`config.mk`:
```
export PLATFORM = sky130hd
export DESIGN_NAME = task_frame_in
export DESIGN_NICKNAME = d
export VERILOG_FILES = /design/src/rtl/task_frame_in.sv
export SDC_FILE = /design/constraint.sdc
export NUM_CORES = 2
export LEC_CHECK = 0
export BUFFER_PORTS_ARGS = -buffer_cell sky130_fd_sc_hd__buf_2
export CAP_MARGIN = 20
export CORE_ASPECT_RATIO = 0.75
export CORE_MARGIN = 3
export CORE_UTILIZATION = 40
export CTS_CLUSTER_DIAMETER = 100
export DETAILED_ROUTE_END_ITERATION = 6
export HOLD_SLACK_MARGIN = 0.15
export PLACE_DENSITY_LB_ADDON = 0.2
export SLEW_MARGIN = 20
export SYNTH_ARGS = -nofsm -noshare
export SYNTH_HDL_FRONTEND = slang
export SYNTH_SLANG_ARGS = --single-unit
```
`constraint.sdc`:
```
create_clock -name i_clk -period 2.5 [get_ports i_clk]
set_input_delay 0.125 -clock i_clk [delete_from_list [all_inputs] [get_ports i_clk]]
set_output_delay 0.125 -clock i_clk [all_outputs]
set_load 0.05 [all_outputs]
```
`src/rtl/task_frame_in.sv`:
```
// Frame input stage: requests one frame over a valid/ready stream, buffers it
// in an inferred RAM, then replays it downstream with valid/ready/last and a
// reported length. A new frame is requested after reset or i_output_last.
module task_frame_in #(
  parameter int unsigned DATA_WIDTH = 8,
  parameter int unsigned DEPTH      = 256,
  parameter int unsigned LEN_WIDTH  = $clog2(DEPTH + 1)
) (
  input  logic                  i_clk,
  input  logic                  i_rst_n,
  input  logic                  i_tvalid,
  input  logic [DATA_WIDTH-1:0] i_tdata,
  input  logic                  i_tlast,
  output logic                  o_tready,
  output logic                  o_valid,
  output logic [DATA_WIDTH-1:0] o_data,
  output logic                  o_last,
  input  logic                  i_ready,
  input  logic                  i_output_last,
  output logic [LEN_WIDTH-1:0]  o_frame_len,
  output logic                  o_overflow,
  output logic                  o_busy
);

  localparam int unsigned AddrWidth = (DEPTH > 1) ? $clog2(DEPTH) : 1;
  localparam logic [LEN_WIDTH-1:0] DepthLen = LEN_WIDTH'(DEPTH);
  localparam logic [LEN_WIDTH-1:0] OneLen   = LEN_WIDTH'(1);

  localparam logic [2:0] StIdle  = 3'd0;
  localparam logic [2:0] StReq   = 3'd1;
  localparam logic [2:0] StLoad  = 3'd2;
  localparam logic [2:0] StPrime = 3'd3;
  localparam logic [2:0] StSend  = 3'd4;

  logic [2:0]            state_q, state_d;
  logic                  req_pending_q, req_pending_d;
  logic [AddrWidth-1:0]  wr_ptr_q, wr_ptr_d;
  logic [AddrWidth-1:0]  rd_ptr_q, rd_ptr_d;
  logic [LEN_WIDTH-1:0]  count_q, count_d;
  logic [LEN_WIDTH-1:0]  frame_len_q, frame_len_d;
  logic                  overflow_q, overflow_d;
  logic                  valid_q, valid_d;
  logic                  last_q, last_d;
  logic [DATA_WIDTH-1:0] data_q;

  logic [DATA_WIDTH-1:0] mem [DEPTH];

  logic                  in_hs;
  logic                  out_hs;
  logic                  wr_en;
  logic                  rd_en;
  logic [AddrWidth-1:0]  rd_addr;

  assign o_tready    = (state_q == StLoad);
  assign in_hs       = i_tvalid & o_tready;
  assign out_hs      = valid_q & i_ready;
  // Words beyond capacity are accepted but dropped so the sender never stalls.
  assign wr_en       = in_hs && (count_q < DepthLen);

  assign o_valid     = valid_q;
  assign o_data      = data_q;
  assign o_last      = last_q;
  assign o_frame_len = frame_len_q;
  assign o_overflow  = overflow_q;
  assign o_busy      = (state_q != StIdle);

  // Next-state logic for the request/load/replay sequence.
  always_comb begin
    state_d       = state_q;
    req_pending_d = req_pending_q;
    wr_ptr_d      = wr_ptr_q;
    rd_ptr_d      = rd_ptr_q;
    count_d       = count_q;
    frame_len_d   = frame_len_q;
    overflow_d    = overflow_q;
    valid_d       = valid_q;
    last_d        = last_q;
    rd_en         = 1'b0;
    rd_addr       = rd_ptr_q;

    // A completion pulse outside IDLE is remembered until we get back there.
    if (i_output_last) begin
      req_pending_d = 1'b1;
    end

    case (state_q)
      StIdle: begin
        // The pulse is consumed here directly so it is not acted on twice.
        if (req_pending_q || i_output_last) begin
          state_d       = StReq;
          req_pending_d = 1'b0;
        end
      end

      StReq: begin
        wr_ptr_d    = '0;
        count_d     = '0;
        overflow_d  = 1'b0;
        frame_len_d = '0;
        state_d     = StLoad;
      end

      StLoad: begin
        if (in_hs) begin
          if (wr_en) begin
            wr_ptr_d = wr_ptr_q + 1'b1;
            count_d  = count_q + 1'b1;
          end else begin
            overflow_d = 1'b1;
          end
          if (i_tlast) begin
            frame_len_d = wr_en ? (count_q + 1'b1) : DepthLen;
            state_d     = StPrime;
          end
        end
      end

      StPrime: begin
        // Word 0 lands in the output register as SEND begins.
        rd_en    = 1'b1;
        rd_addr  = '0;
        rd_ptr_d = AddrWidth'(1);
        valid_d  = 1'b1;
        last_d   = (frame_len_q == OneLen);
        state_d  = StSend;
      end

      StSend: begin
        if (out_hs) begin
          if (last_q) begin
            valid_d = 1'b0;
            last_d  = 1'b0;
            state_d = StIdle;
          end else begin
            rd_en    = 1'b1;
            rd_addr  = rd_ptr_q;
            rd_ptr_d = rd_ptr_q + 1'b1;
            last_d   = (LEN_WIDTH'(rd_ptr_q) == (frame_len_q - OneLen));
          end
        end
      end

      default: begin
        state_d = StIdle;
      end
    endcase
  end

  // Control and status registers.
  always_ff @(posedge i_clk or negedge i_rst_n) begin
    if (!i_rst_n) begin
      state_q       <= StIdle;
      req_pending_q <= 1'b1;
      wr_ptr_q      <= '0;
      rd_ptr_q      <= '0;
      count_q       <= '0;
      frame_len_q   <= '0;
      overflow_q    <= 1'b0;
      valid_q       <= 1'b0;
      last_q        <= 1'b0;
    end else begin
      state_q       <= state_d;
      req_pending_q <= req_pending_d;
      wr_ptr_q      <= wr_ptr_d;
      rd_ptr_q      <= rd_ptr_d;
      count_q       <= count_d;
      frame_len_q   <= frame_len_d;
      overflow_q    <= overflow_d;
      valid_q       <= valid_d;
      last_q        <= last_d;
    end
  end

  // Frame buffer write port.
  always_ff @(posedge i_clk) begin
    if (wr_en) begin
      mem[wr_ptr_q] <= i_tdata;
    end
  end

  // Frame buffer read port; holds the presented word while downstream stalls.
  always_ff @(posedge i_clk or negedge i_rst_n) begin
    if (!i_rst_n) begin
      data_q <= '0;
    end else if (rd_en) begin
      data_q <= mem[rd_addr];
    end
  end

endmodule

```
==> results by group <==
Detailed routing
  – Routed WL: between 200000 and 300000 µm
  – Via density: 5.82
  – Initial detailed-routing violation count: 6722
  – # DRC: 0
  – Antenna-violating nets left: 0
  – Routed len/inst: 29.2 µm
  – Via count: roughly 54000
  – DRT Pass-1 Iters: 7

Critical path
  – CP Buf/Inv Count: 4
  – CP arrival: between 3 and 4 ns
  – Cell-by-cell trace of the critical path: and3b_4 > buf_12 > nor2_4 > buf_12 > buf_12 > o311ai_0 > o21ai_1 > o221ai_2 > buf_4 > o211ai_1 > a32o_1
  – Critical Path Slowest Stage Cell: o211ai_1
  – Setup CP Type: reg -> reg
  – CP most frequent cell: buf_12
  – CP endpoint kind: flip-flop
  – Startpoint Class: flip-flop
  – CP Max Fanout: 8
  – Worst r2r path cells: 11
  – FF-to-FF End: o_data[7]
  – Reg2reg start: state_q[0]
  – Crit path max-delay family: compound AO/OA/AOI/OAI gates
  – FF-to-FF setup slack: -0.50 ns
  – CP required: 3.30 ns
  – Crit path largest cell delay: 0.53 ns

Power and ir drop
  – Clock Power Share: 31.6%
  – P_leak: between 30 and 40 nW
  – Flop pwr share: 40.1%
  – Switching share of power: between 30 and 40%
  – Max rail drop VDD: between 0.5 and 0.6 mV
  – Comb power frac: between 20% and 30%
  – Net Sw Power: 29.6 mW
  – Internal Pwr Total: 67.9 mW
  – Total power: 97.5 mW
  – Power Density: 910 nW/µm²

Die
  – Die H: 405 µm
  – Row cnt: 145
  – Die width: 539 µm
  – Die area: 218000 µm²
  – Area of the core: 210000 µm²
  – Initial Utilization: 40.5%
  – Ports: 36

STA
  – F_max: 0.333 GHz
  – Final Hold Fails: 0
  – Final setup fails: 1687
  – Max-slew violation count: 0
  – RSZ-0062 raised after global routing: yes
  – Relative slew slack: between 30% and 40%
  – Worst Slack Setup Final: -0.502 ns
  – Tmin final: 3.00 ns
  – Setup total negative slack: -251.72 ns
  – Final setup skew: 0.0729 ns
  – Period utilization: 120%
  – Measured slew at the worst slew-check pin: between 0.9 and 1 ns

CTS
  – Clock buffer depth: 4
  – CTS tree: built
  – Clk Latency, worst-skew pair: 0.86 ns
  – CTS clk-pin slew, worst paths: roughly 0.06 ns
  – Clock sinks: 2097
  – H-tree depth: 4
  – CTS Buf Count: 207
  – Clock root cell: clkbuf_16

Global route
  – Largest net degree at the start of global routing: 113
  – Vias in the first global route: 51698
  – Global-route wire length before repair: ~380000 µm
  – All-Layer GR Usage: 23.8%
  – GRT Residual Overflow: 0
  – Initial antenna violation count: 5

Final layout
  – Area grow syn2layout: 26.0%
  – Layout Cells excl Fill: 9205
  – Fill count: 17143
  – Multi-input gate area: 23000 µm²
  – Nets: 6267
  – Share of layout cells above drive strength 1: between 30% and 40%
  – Seq. cell area: 62700 µm²

Synthesis
  – Most frequent cell after synthesis: edfxtp_1
  – Syn avg cell area: 15.9 µm²
  – Post-synth EDFFs: 2048
  – Post-Synthesis Cell Area: 85100 µm²
  – Synth top area share: 72.3%
  – Top post-synthesis cells by count: edfxtp_1, mux2i_1, nor2_1
  – Post-synth top flop: edfxtp_1
  – Yosys warning count: 0
  – Post-synth cell types: 88
  – Synth area leader: edfxtp_1
  – Seq cells post-synth: 2097
  – Fraction of registers with async set/reset: 2.34%
  – Post-synthesis cell count: 5362
  – Top post-synthesis cells by area: edfxtp_1, mux2i_1, mux2_2
  – Net Count, Synth: 5384
  – Post-synthesis sequential area ratio: 73.7%

Run
  – Max-cap violations: 0

Place
  – DPL Wire Length: 172000 µm
  – Inst Count DP: 8732
  – # port buffers: 35
  – GP Congestion: 0.915

Outcome
  – Failing checks: negative setup slack
  – Outcome: finished, violations left

Min path
  – Hold EP: mem[112][7]
  – Hold Startpoint: i_tdata[7]
  – Hold depth: 2
  – Hold WC Path Type: in -> reg
## logic make-up (layout without fill, tap and decap cells)
| family | Yosys count | count (layout) | synth area share [%] |
|---|---|---|---|
| adders and majority gates | 8 | 8 | 0.118 |
| buffers and inverters | 408 | 1456 | 2.28 |
| DFF | 2097 | 2097 | 73.7 |
| xor gates and xnor gates | 27 | 27 | 0.278 |
| muxes | 664 | 664 | 8.78 |
| AOI/OAI and AO/OA | 1131 | 1131 | 9.20 |
| and+or+nand+nor | 1027 | 1027 | 5.63 |
| other | 0 | 2 | 0 |
## power groups by stage
stage                     Sequential (mW)  Clock (mW)  Combinational [mW]
after CTS                            39.2        31.4                26.7
after detailed placement             39.9           0                24.2
after global routing                 39.1        32.8                28.7
after global placement               39.9           0                24.1
final                                39.2        30.8                27.6
after floorplan                      40.0           0                11.9
## repair_timing
action,in CTS,in global routing
hold buffers,21,0
resized for setup,387,215
endpoints found under the hold margin,2061,0
cloned,14,8
setup endpoints to repair,1865,2036
pin swaps,73,58
buffers inserted,51,12
## how the worst max path moves through the flow
| stage | depth (start not counted) | slack [ns] | from | end |
|---|---|---|---|---|
| 2_1_floorplan | 7 | -0.12 | state_q[2] | mem[109][0] |
| 3_3_place_gp | 12 | -0.75 | rd_ptr_q[2] | o_data[0] |
| 3_5_place_dp | 12 | -0.76 | rd_ptr_q[2] | o_data[0] |
| 4_1_cts | 10 | -0.37 | rd_ptr_q[0] | o_data[5] |
| 5_1_grt | 9 | -0.53 | state_q[0] | o_data[5] |
| 6_report | 11 | -0.50 | state_q[0] | o_data[7] |
## per-layer routing
metal	vias up	part of all wire (%)	GRT usage [%]
li1	23121	-	-
met1	27682	45	36.0
met2	2377	43	34.8
met3	367	9.8	5.50
met4	2	2.4	5.60
met5	-	0.0041	0
## through the flow
step                      hold WS (ns)  worst slack, ns  instance area (µm²)  utilization, %
final                            0.197           -0.502               107000            51.1
after global routing             0.185           -0.529               107000            51.1
after CTS                        0.153           -0.371               106000            50.5
after detailed placement         0.118           -0.762                96700            46.1
after global placement           0.107           -0.749                96700            46.1
after floorplan                 -0.171           -0.123                85700               -
## layout make-up
class                      count  area share (%)
clock inverter               117            1.08
inverter                      15          0.0549
multi-input combinational   2857            21.4
antenna                        2         0.00467
clock buffer                 257            5.04
tap                         2793            3.26
sequential                  2097            58.5
timing repair buffer        1067            10.6
## state kept, by name, indices dropped and copies added (netlist names), 3 cells and up
signal,cells
count_q,9
mem,2048
o_data,8
o_frame_len,9
rd_ptr_q,8
state_q,3
wr_ptr_q,8
## placed cells by master (no fill, tap or decap), types with 52 or more instances in the layout
master,netlist,routed
a21oi_1,170,166
clkbuf_16,0,216
buf_12,0,174
nor2_4,2,131
a211oi_1,153,120
nor2_1,334,181
a31oi_1,70,63
nor3_1,56,52
buf_6,5,95
o21ai_0,218,202
nand2_1,266,261
mux2_2,156,155
and2_1,64,63
mux2i_1,458,441
nand3_1,112,98
and3_1,99,97
buf_4,39,692
edfxtp_1,2048,2048
o22ai_1,70,66
## worst register-to-register path, stage by stage (launching register included)
cell and delay, ns:
dfrtp_2 0.45, and3b_4 0.27, buf_12 0.18, nor2_4 0.15, buf_12 0.13, buf_12 0.16, o311ai_0 0.17, o21ai_1 0.32
o221ai_2 0.17, buf_4 0.18, o211ai_1 0.53, a32o_1 0.26
Note: power is estimated with default switching activity, not from simulation.
